--- config.mk ---
export PLATFORM = sky130hd
export DESIGN_NAME = mem_access_unit
export DESIGN_NICKNAME = d
export VERILOG_FILES = /design/src/rtl/mem_access_unit.sv
export SDC_FILE = /design/constraint.sdc
export NUM_CORES = 1
export LEC_CHECK = 0
export ABC_CLOCK_PERIOD_IN_PS = 1700
export CORE_MARGIN = 1
export CORE_UTILIZATION = 39
export DETAILED_ROUTE_END_ITERATION = 7
export PLACE_DENSITY = 0.78
export SLEW_MARGIN = 20
export SYNTH_ARGS = -nofsm -noshare
export SYNTH_HDL_FRONTEND = slang
export SYNTH_SLANG_ARGS = --single-unit
--- constraint.sdc ---
create_clock -name clk -period 1.7 [get_ports clk]
set_input_delay 0.34 -clock clk [delete_from_list [all_inputs] [get_ports clk]]
set_output_delay 0.34 -clock clk [all_outputs]
set_load 0.02 [all_outputs]
--- src/rtl/mem_access_unit.sv ---
// EX/MEM memory access unit: drives the D-cache request/response handshake,
// forms byte strobes and lane-replicated store data, and extends load results.
module mem_access_unit (
    input  logic        clk,
    input  logic        rst_n,
    input  logic        ex_mem_req_i,
    input  logic [31:0] ex_mem_addr_i,
    input  logic        ex_mem_rw_i,
    input  logic [1:0]  ex_mem_width_i,
    input  logic        ex_mem_rdtype_i,
    input  logic [31:0] ex_mem_wr_data_i,
    input  logic        fc_flush_i,
    output logic        dc_req_o,
    output logic [31:0] dc_addr_o,
    output logic        dc_we_o,
    output logic [3:0]  dc_wstrb_o,
    output logic [31:0] dc_wdata_o,
    input  logic        dc_gnt_i,
    input  logic        dc_rvalid_i,
    input  logic [31:0] dc_rdata_i,
    output logic        mau_stall_o,
    output logic [31:0] mau_ld_data_o,
    output logic        mau_ld_valid_o,
    output logic        mau_misalign_o
);

    typedef enum logic [1:0] {StIdle, StReq, StResp, StDone} state_e;

    state_e      state_q;
    logic [1:0]  width_q;
    logic [1:0]  off_q;
    logic        rdtype_q;
    logic        flushed_q;

    logic        misaligned;
    logic [3:0]  req_wstrb;
    logic [31:0] req_wdata;
    logic [31:0] ld_shift;
    logic [31:0] ld_ext;
    logic        resp_flushed;

    always_comb begin
        misaligned = 1'b0;
        case (ex_mem_width_i)
            2'b00:   misaligned = 1'b0;
            2'b01:   misaligned = ex_mem_addr_i[0];
            default: misaligned = |ex_mem_addr_i[1:0];
        endcase
    end

    always_comb begin
        req_wstrb = 4'b0000;
        req_wdata = 32'h0;
        if (ex_mem_rw_i) begin
            case (ex_mem_width_i)
                2'b00: begin
                    req_wstrb = 4'b0001 << ex_mem_addr_i[1:0];
                    req_wdata = {4{ex_mem_wr_data_i[7:0]}};
                end
                2'b01: begin
                    req_wstrb = 4'b0011 << ex_mem_addr_i[1:0];
                    req_wdata = {2{ex_mem_wr_data_i[15:0]}};
                end
                default: begin
                    req_wstrb = 4'b1111;
                    req_wdata = ex_mem_wr_data_i;
                end
            endcase
        end
    end

    // Accesses are aligned, so one shift by the byte offset lands any lane at bit 0.
    assign ld_shift = dc_rdata_i >> {off_q, 3'b000};

    always_comb begin
        ld_ext = ld_shift;
        case (width_q)
            2'b00:   ld_ext = {{24{~rdtype_q & ld_shift[7]}}, ld_shift[7:0]};
            2'b01:   ld_ext = {{16{~rdtype_q & ld_shift[15]}}, ld_shift[15:0]};
            default: ld_ext = ld_shift;
        endcase
    end

    assign resp_flushed = flushed_q | fc_flush_i;

    assign mau_stall_o = ((state_q == StIdle) & ex_mem_req_i & ~misaligned & ~fc_flush_i)
                       | (state_q == StReq) | (state_q == StResp);

    always_ff @(posedge clk) begin
        if (!rst_n) begin
            state_q        <= StIdle;
            width_q        <= 2'b00;
            off_q          <= 2'b00;
            rdtype_q       <= 1'b0;
            flushed_q      <= 1'b0;
            dc_req_o       <= 1'b0;
            dc_addr_o      <= 32'h0;
            dc_we_o        <= 1'b0;
            dc_wstrb_o     <= 4'b0000;
            dc_wdata_o     <= 32'h0;
            mau_ld_data_o  <= 32'h0;
            mau_ld_valid_o <= 1'b0;
            mau_misalign_o <= 1'b0;
        end else begin
            mau_ld_valid_o <= 1'b0;
            mau_misalign_o <= 1'b0;
            case (state_q)
                StIdle: begin
                    if (ex_mem_req_i && !fc_flush_i) begin
                        if (misaligned) begin
                            mau_misalign_o <= 1'b1;
                        end else begin
                            state_q    <= StReq;
                            dc_req_o   <= 1'b1;
                            dc_addr_o  <= {ex_mem_addr_i[31:2], 2'b00};
                            dc_we_o    <= ex_mem_rw_i;
                            dc_wstrb_o <= req_wstrb;
                            dc_wdata_o <= req_wdata;
                            width_q    <= ex_mem_width_i;
                            off_q      <= ex_mem_addr_i[1:0];
                            rdtype_q   <= ex_mem_rdtype_i;
                            flushed_q  <= 1'b0;
                        end
                    end
                end
                StReq: begin
                    // A grant beats a same-cycle flush; the access then completes flushed.
                    if (dc_gnt_i) begin
                        dc_req_o  <= 1'b0;
                        state_q   <= StResp;
                        flushed_q <= fc_flush_i;
                    end else if (fc_flush_i) begin
                        dc_req_o <= 1'b0;
                        state_q  <= StIdle;
                    end
                end
                StResp: begin
                    flushed_q <= resp_flushed;
                    if (dc_rvalid_i) begin
                        state_q <= StDone;
                        if (!dc_we_o && !resp_flushed) begin
                            mau_ld_valid_o <= 1'b1;
                            mau_ld_data_o  <= ld_ext;
                        end
                    end
                end
                StDone: begin
                    state_q <= StIdle;
                end
                default: begin
                    state_q <= StIdle;
                end
            endcase
        end
    end

endmodule

==> results of run 1 <==
==> power by group through the flow <==
stage	sequential [W]	combinational, W	clock, W
3_5_place_dp	0.00273	0.00104	0
4_1_cts	0.00268	0.00106	0.00200
3_3_place_gp	0.00273	0.00102	0
2_1_floorplan	0.00280	0.000398	0
5_1_grt	0.00269	0.00118	0.00211
6_report	0.00268	0.00109	0.00196
==> cells by family (layout without fill, tap and decap cells) <==
logic type               Yosys count  count (layout)  synth area share (%)
AO/OA/AOI/OAI                    140             140                  22.4
adder cells (fa/ha/maj)            5               5                  1.26
buffers and inverters             50             286                  4.78
flip-flops                       110             110                  44.3
multiplexers                      67              67                  13.5
other                              1               2                0.0754
AND/OR/NAND/NOR                  150             150                  13.7
==> cell usage in the layout (no fill, tap or decap), types with 3 or more instances in the layout <==
cell / n
sky130_fd_sc_hd__nor2b_1: 13
sky130_fd_sc_hd__a21oi_2: 4
sky130_fd_sc_hd__buf_12: 8
sky130_fd_sc_hd__a21boi_0: 37
sky130_fd_sc_hd__o221a_1: 10
sky130_fd_sc_hd__buf_4: 44
sky130_fd_sc_hd__a21oi_1: 11
sky130_fd_sc_hd__clkbuf_16: 9
sky130_fd_sc_hd__o221a_2: 6
sky130_fd_sc_hd__and2_1: 10
sky130_fd_sc_hd__inv_1: 4
sky130_fd_sc_hd__dlymetal6s2s_1: 12
sky130_fd_sc_hd__clkdlybuf4s50_1: 187
sky130_fd_sc_hd__o21ai_0: 16
sky130_fd_sc_hd__o2bb2ai_1: 26
sky130_fd_sc_hd__buf_6: 4
sky130_fd_sc_hd__nor2_1: 15
sky130_fd_sc_hd__clkbuf_1: 3
sky130_fd_sc_hd__dfxtp_1: 108
sky130_fd_sc_hd__nand2_1: 94
sky130_fd_sc_hd__dlygate4sd2_1: 7
sky130_fd_sc_hd__a22o_1: 16
sky130_fd_sc_hd__mux2i_1: 66
==> cell type report <==
cell class / count / share of cell area (%)
Clock buffer: 13 / 3.14
Clock inverter: 3 / 0.251
Inverter: 7 / 0.361
Sequential cell: 110 / 27.7
Tap cell: 168 / 2.64
Multi-Input combinational cell: 364 / 33.0
Timing Repair Buffer: 263 / 33.0
==> what timing repair did <==
item	CTS	global route
resized for setup	23	29
pin swaps	4	1
buffers inserted	3	3
endpoints found under the setup margin	55	81
==> per-layer routing <==
metal	track usage [%]	vias to the layer above
met4	9.26	0
met1	27.9	2241
met5	0	-
met3	7.22	14
met2	39.5	170
li1	-	2328
==> final timing paths <==
path,start,to,depth (start not counted)
max,ex_mem_req_i,mau_stall_o,5
min,rst_n,mau_misalign_o,3
max reg2reg,register,mau_ld_data_o[29],8
min reg2reg,dc_addr_o[19],dc_addr_o[19],2
==> sequential cells by signal, summed over array words and instances (netlist names), named ones only <==
signal and cells:
dc_req_o 1, flushed_q 1, dc_addr_o 30, off_q 2
mau_ld_valid_o 1, dc_wstrb_o 4, rdtype_q 1, mau_ld_data_o 32
mau_misalign_o 1, state_q 1, dc_wdata_o 32, dc_we_o 1
width_q 2
==> worst register-to-register path: cells and delay by family (launching register included) <==
kind,cells,cell delay (ns)
adder cells (fa/ha/maj),1,0.17
AND/OR/NAND/NOR,1,0.20
AO/OA/AOI/OAI,1,0.23
buffers and inverters,5,0.71
flip-flops,1,0.32
==> stage by stage <==
stage | area (um2) | hold slack, ns | setup TNS [ns]
after floorplan | 4980 | 0.457 | 0
after global placement | 7510 | 0.446 | -31.81
after detailed placement | 7510 | 0.446 | -37.75
after CTS | 7850 | 0.291 | -2.55
after global routing | 7960 | 0.316 | -4.10
final | 7960 | 0.302 | -0.978
==> run summary, run 1 <==
## Critical path
- **stage delay of the slowest cell on the critical path** 0.39 ns
- **kind of cell with the highest combined delay on the critical path** simple AND/OR/NAND/NOR gates
- **CP max stage cell** sky130_fd_sc_hd__clkdlybuf4s50_1
- **worst-path fanout max** 2
- **Setup CP Type** input pin to primary output
- **Worst setup SP type** input pin
- **crit path buf inv count** 2
- **cell chain of the critical path** clkdlybuf4s50_1 -> nor2b_1 -> and4_4 -> or3_4 -> buf_6
- **R2R Setup Slk** -0.04 ns
- **Data required, critical path** 1.36 ns
- **Critical Path End Type** primary output
- **data arrival time of the critical path** 1.53 ns

## STA
- **clock period minus worst slack** 1.87 ns
- **peak clock frequency supported by timing** 536 MHz
- **final worst clock skew** 0.00770 ns
- **RSZ-0062 raised after global routing** true
- **Finish-stage setup viols** 33
- **part of the cycle the worst path needs** 110%
- **Final Hold Fails** 0
- **worst path setup slack after routing** -0.166 ns
- **pins over their slew limit** 0

## GRT
- **GRT Overall Usage** 23.5%
- **global-route wire length before repair** 24.3 mm
- **overall overflow remaining after global route** 0
- **largest net degree at the start of global routing** 45
- **initial antenna violation count** 0
- **via count of the first global-routing pass** 4912

## Power
- **net load switching power** 0.00147 W
- **largest vdd supply drop** 0.411 mV
- **Logic pwr share** 19.1%
- **switching share of total power** 25.6%
- **leak pwr** 3.15 nW
- **Power Density** 720 nW/um2
- **total internal power** 0.00426 W
- **power share of the sequential group** 46.7%
- **Total Power** 0.00573 W
- **clock network fraction of total power** 34.2%

## Cells and area
- **fraction of layout cells with a size suffix above 1** 13.7%
- **Filler Cells Inserted** 1009
- **area occupied by multi-input gates** 2630 um2
- **Sequential cell area** 2200 um2
- **diodes inserted** 0
- **post-route core utilization** 65.2%
- **Layout Cells excl Fill** 928
- **Post-layout nets** 866
- **area delta synth->final** 60.2%

## Placement
- **# placed instances** 907
- **Port Buffers** 208
- **worst-case setup slack after placement** -0.677 ns
- **final weighted congestion in routability-driven placement** 0.852
- **HPWL Detailed** 11.4 mm

## Route
- **length of routed met3 wiring** 1.29 mm
- **Post-Route WL** 15.3 mm
- **number of nets with antenna violations after routing** 0
- **number of remaining DRC errors** 0
- **average detailed-routed wire length per instance** 16.5 um
- **detailed-router iteration count before antenna repair** 4
- **WL met1** 6.49 mm
- **post-detailed-route via-to-cell ratio** 5.12
- **met2 wire len** 7.26 mm
- **DR top layer** met4
- **initial detailed-routing violation count** 249
- **vias after detailed routing** 4753

## Clock network
- **total CTS buffers** 9
- **clock tree from TritonCTS** done
- **maximum level of the CTS H-tree** 3
- **cts-stage hold buffer count** 0
- **CTS Root Cell** sky130_fd_sc_hd__clkbuf_16
- **clock-pin transition on the worst setup and hold timing paths** 0.07 ns
- **buffers from clock root to sink, at most** 2
- **clock tree sinks** 110
- **clock latency on the worst-skew pair** 0.35 ns

## Die
- **core area** 12200 um2
- **die footprint** 13200 um2
- **DIE HEIGHT** 115 um
- **IO Count** 211
- **initial cell density of the core** 40.7%
- **die span in x** 115 um
- **number of standard-cell rows in the floorplan** 40

## Job
- **number of maximum-capacitance violations** 0

## Synthesis
- **synth top area cells** sky130_fd_sc_hd__dfxtp_1 44%, sky130_fd_sc_hd__mux2i_1 13%, sky130_fd_sc_hd__nand2_1 7.1%
- **share of Yosys cell area claimed by the top area cell type** 44.3%
- **asr flop ratio synth** 0%
- **top cell types by occurrence after synthesis** 110 x sky130_fd_sc_hd__dfxtp_1, 94 x sky130_fd_sc_hd__nand2_1, 66 x sky130_fd_sc_hd__mux2i_1, 38 x sky130_fd_sc_hd__a21boi_0, 26 x sky130_fd_sc_hd__o2bb2ai_1
- **most used flip-flop cell after synthesis** sky130_fd_sc_hd__dfxtp_1
- **post-synthesis instance area** 4970 um2
- **Syn. warnings** 0
- **number of enable-type register cells in the synthesized netlist** 0
- **most common cell in the netlist** sky130_fd_sc_hd__dfxtp_1
- **register bit count reported by yosys** 110
- **distinct cell type count of the synthesized netlist** 46
- **cells after synthesis** 523
- **sequential share of the synthesized area** 44.3%
- **Avg Cell Area, Syn** 9.50 um2
- **Yosys top cell by area** sky130_fd_sc_hd__dfxtp_1

## Outcome
- **failing checks** setup timing
- **outcome** complete, but fails checks

## Worst hold path
- **Hold Crit Class** input pin to register

Note: power is estimated with default switching activity, not from simulation.
==> run 2, diff against run 1 <==
- CORE_UTILIZATION: 39 -> 40
- DONT_BUFFER_PORTS: unset -> 1
- PLACE_DENSITY: 0.78 -> 0.57
==> run summary, run 2 (synthesis results as in run 1) <==
## Clock network
- **clock-pin transition on the worst setup and hold timing paths** 0.07 ns, about the same
- **clock tree from TritonCTS** done
- **CTS Root Cell** sky130_fd_sc_hd__clkbuf_16
- **total CTS buffers** 9, unchanged
- **clock tree sinks** 110, unchanged
- **clock latency on the worst-skew pair** 0.35 ns, about the same
- **cts-stage hold buffer count** 0, unchanged
- **maximum level of the CTS H-tree** 3, unchanged
- **buffers from clock root to sink, at most** 2, unchanged

## Route
- **initial detailed-routing violation count** 171, -31%
- **post-detailed-route via-to-cell ratio** 5.45, +6.4%
- **number of remaining DRC errors** 0, unchanged
- **average detailed-routed wire length per instance** 18.1 um, +9.9%
- **number of nets with antenna violations after routing** 0, unchanged
- **detailed-router iteration count before antenna repair** 4, unchanged
- **Post-Route WL** 12.6 mm, -18%
- **vias after detailed routing** 3793, -20%

## Worst hold path
- **launch point of the worst hold path** ex_mem_wr_data_i[1]
- **Hold Crit Class** input pin to register

## Cells and area
- **largest registers ranked by flip-flop count** dc_wdata_o: 32 flops, mau_ld_data_o: 32 flops, dc_addr_o: 30 flops
- **fin area** 5640 um2, -29%
- **Post-layout nets** 633, -27%
- **leading cell type in the layout, fill and taps excluded** sky130_fd_sc_hd__dfxtp_1
- **post-route core utilization** 46.8%, -18 points
- **most frequent cells in the layout** 106 x sky130_fd_sc_hd__dfxtp_1, 94 x sky130_fd_sc_hd__nand2_1, 65 x sky130_fd_sc_hd__mux2i_1, 38 x sky130_fd_sc_hd__a21boi_0, 26 x sky130_fd_sc_hd__o2bb2ai_1
- **fraction of layout cells with a size suffix above 1** 13.1%, -0.59 points
- **area delta synth->final** 13.5%

## Job
- **number of maximum-capacitance violations** 0, unchanged

## STA
- **Finish-stage setup viols** 1, -97%
- **clock period minus worst slack** 1.78 ns, -0.0840 ns
- **peak clock frequency supported by timing** 561 MHz, +4.7%
- **Final Hold Fails** 0, unchanged
- **pins over their slew limit** 0, unchanged
- **final worst clock skew** 0.0107 ns, +0.00300 ns
- **part of the cycle the worst path needs** 105%, -4.9 points
- **RSZ-0062 raised after global routing** true
- **worst path setup slack after routing** -0.0824 ns, +0.0840 ns

## Critical path
- **CP max stage cell** sky130_fd_sc_hd__or3_4
- **worst-path fanout max** 4, +2
- **cell chain of the critical path** inv_4 -> ha_4 -> and4_4 -> or3_4
- **stage delay of the slowest cell on the critical path** 0.37 ns, -0.02 ns
- **Setup CP Type** register to primary output
- **Critical Path End Type** primary output
- **start point of the critical path** state_q[0]
- **Reg-to-Reg Start** off_q[0]
- **data arrival time of the critical path** 1.44 ns, -0.09 ns
- **Worst setup SP type** register
- **Data required, critical path** 1.36 ns, about the same

## Placement
- **placed standard-cell area** 5190 um2, -31%
- **HPWL Detailed** 9.01 mm, -21%
- **final weighted congestion in routability-driven placement** 0.815, -4.4%
- **Port Buffers** 0, -100%

## Die
- **core area** 12100 um2, -1.2%
- **die span in x** 113 um, -1.2%
- **die footprint** 12900 um2, -2.5%
- **IO Count** 211, unchanged
- **number of standard-cell rows in the floorplan** 40, unchanged
- **initial cell density of the core** 41.2%, +0.51 points
- **DIE HEIGHT** 113 um, -1.2%

## GRT
- **layer carrying the most global-route usage** met2
- **GRT Overall Usage** 19.5%, -4.0 points
- **met2 track utilization from global routing** 30.6%, -8.9 points
- **via count of the first global-routing pass** 3713, -24%
- **initial antenna violation count** 1, +1
- **global-route wire length before repair** 19.4 mm, -20%
- **overall overflow remaining after global route** 0, unchanged
- **M1 GR Usage** 23.0%, -4.9 points
- **grt met3 use** 7.81%, +0.59 points
- **largest net degree at the start of global routing** 80, +78%

## Outcome
- **outcome** complete, but fails checks
- **failing checks** setup timing

## Power
- **leak pwr** 2.04 nW, -35%
- **Total Power** 0.00538 W, -6.1%
- **Power Density** 954 nW/um2, +33%
- **largest vdd supply drop** 0.498 mV, +21%

-- run 2: cell types whose count changed in the layout (fill, tap and decap cells not counted), sizes merged --
| cell | before | now |
|---|---|---|
| buf | 57 | 30 |
| dlymetal6s2s | 12 | 0 |
| clkinv | 1 | 2 |
| clkinvlp | 2 | 0 |
| clkdlybuf4s50 | 187 | 0 |
| bufinv | 0 | 1 |
| dlygate4sd2 | 7 | 0 |
| diode | 0 | 1 |
-- run 2: per-layer routing --
layer,vias to the layer above,share of wire [%]
met4,0,2.4
li1,1857,-
met2,156,46
met5,-,0
met3,21,9.5
met1,1759,42
-- run 2: repair_timing --
item	4_1_cts	5_1_grt
buffers inserted	7	1
resized for setup	10	14
pin swaps	3	1
setup endpoints to repair	27	33
-- run 2: layout make-up --
class | instances | area (um2)
clock inverter | 3 | 43.8
antenna | 1 | 2.50
fill | 1168 | 6420
inverter | 7 | 31.3
multi-input combinational | 364 | 2590
tap | 168 | 210
sequential | 110 | 2210
timing repair buffer | 30 | 299
clock buffer | 13 | 250
-- run 2: power by group --
part / total, W / switching (W) / internal [W]
clock: 0.00212 / 0.000929 / 0.00119
sequential: 0.00275 / 0.000114 / 0.00264
combinational: 0.000515 / 0.000265 / 0.000251
total: 0.00538 / 0.00131 / 0.00408
-- run 2: path summary, 6_finish.rpt --
path                                          end  slack, ns  cells after the start
worst min register to register           rdtype_q       0.50                      2
worst min-delay path                dc_wdata_o[1]       0.12                      1
worst max register to register  mau_ld_data_o[17]       0.09                      5
worst max-delay path                  mau_stall_o      -0.08                      4
-- run 2: worst max-delay path: cells and delay by family, from the launching register on --
kind          cells  cell delay [ns]
simple gates      2             0.52
buf+inv           1             0.06
fa+ha+maj         1             0.15
flops             1             0.36
-- run 2: through the flow --
step	setup TNS (ns)	instances	hold WS (ns)	setup WS [ns]
final	-0.0824	696	0.119	-0.0824
after global routing	-0.125	696	0.105	-0.125
after CTS	-0.142	695	0.0962	-0.142
after detailed placement	-0.0518	672	0.471	-0.0157
after global placement	0	672	0.467	0.0209
after floorplan	0	524	0.457	0.0227
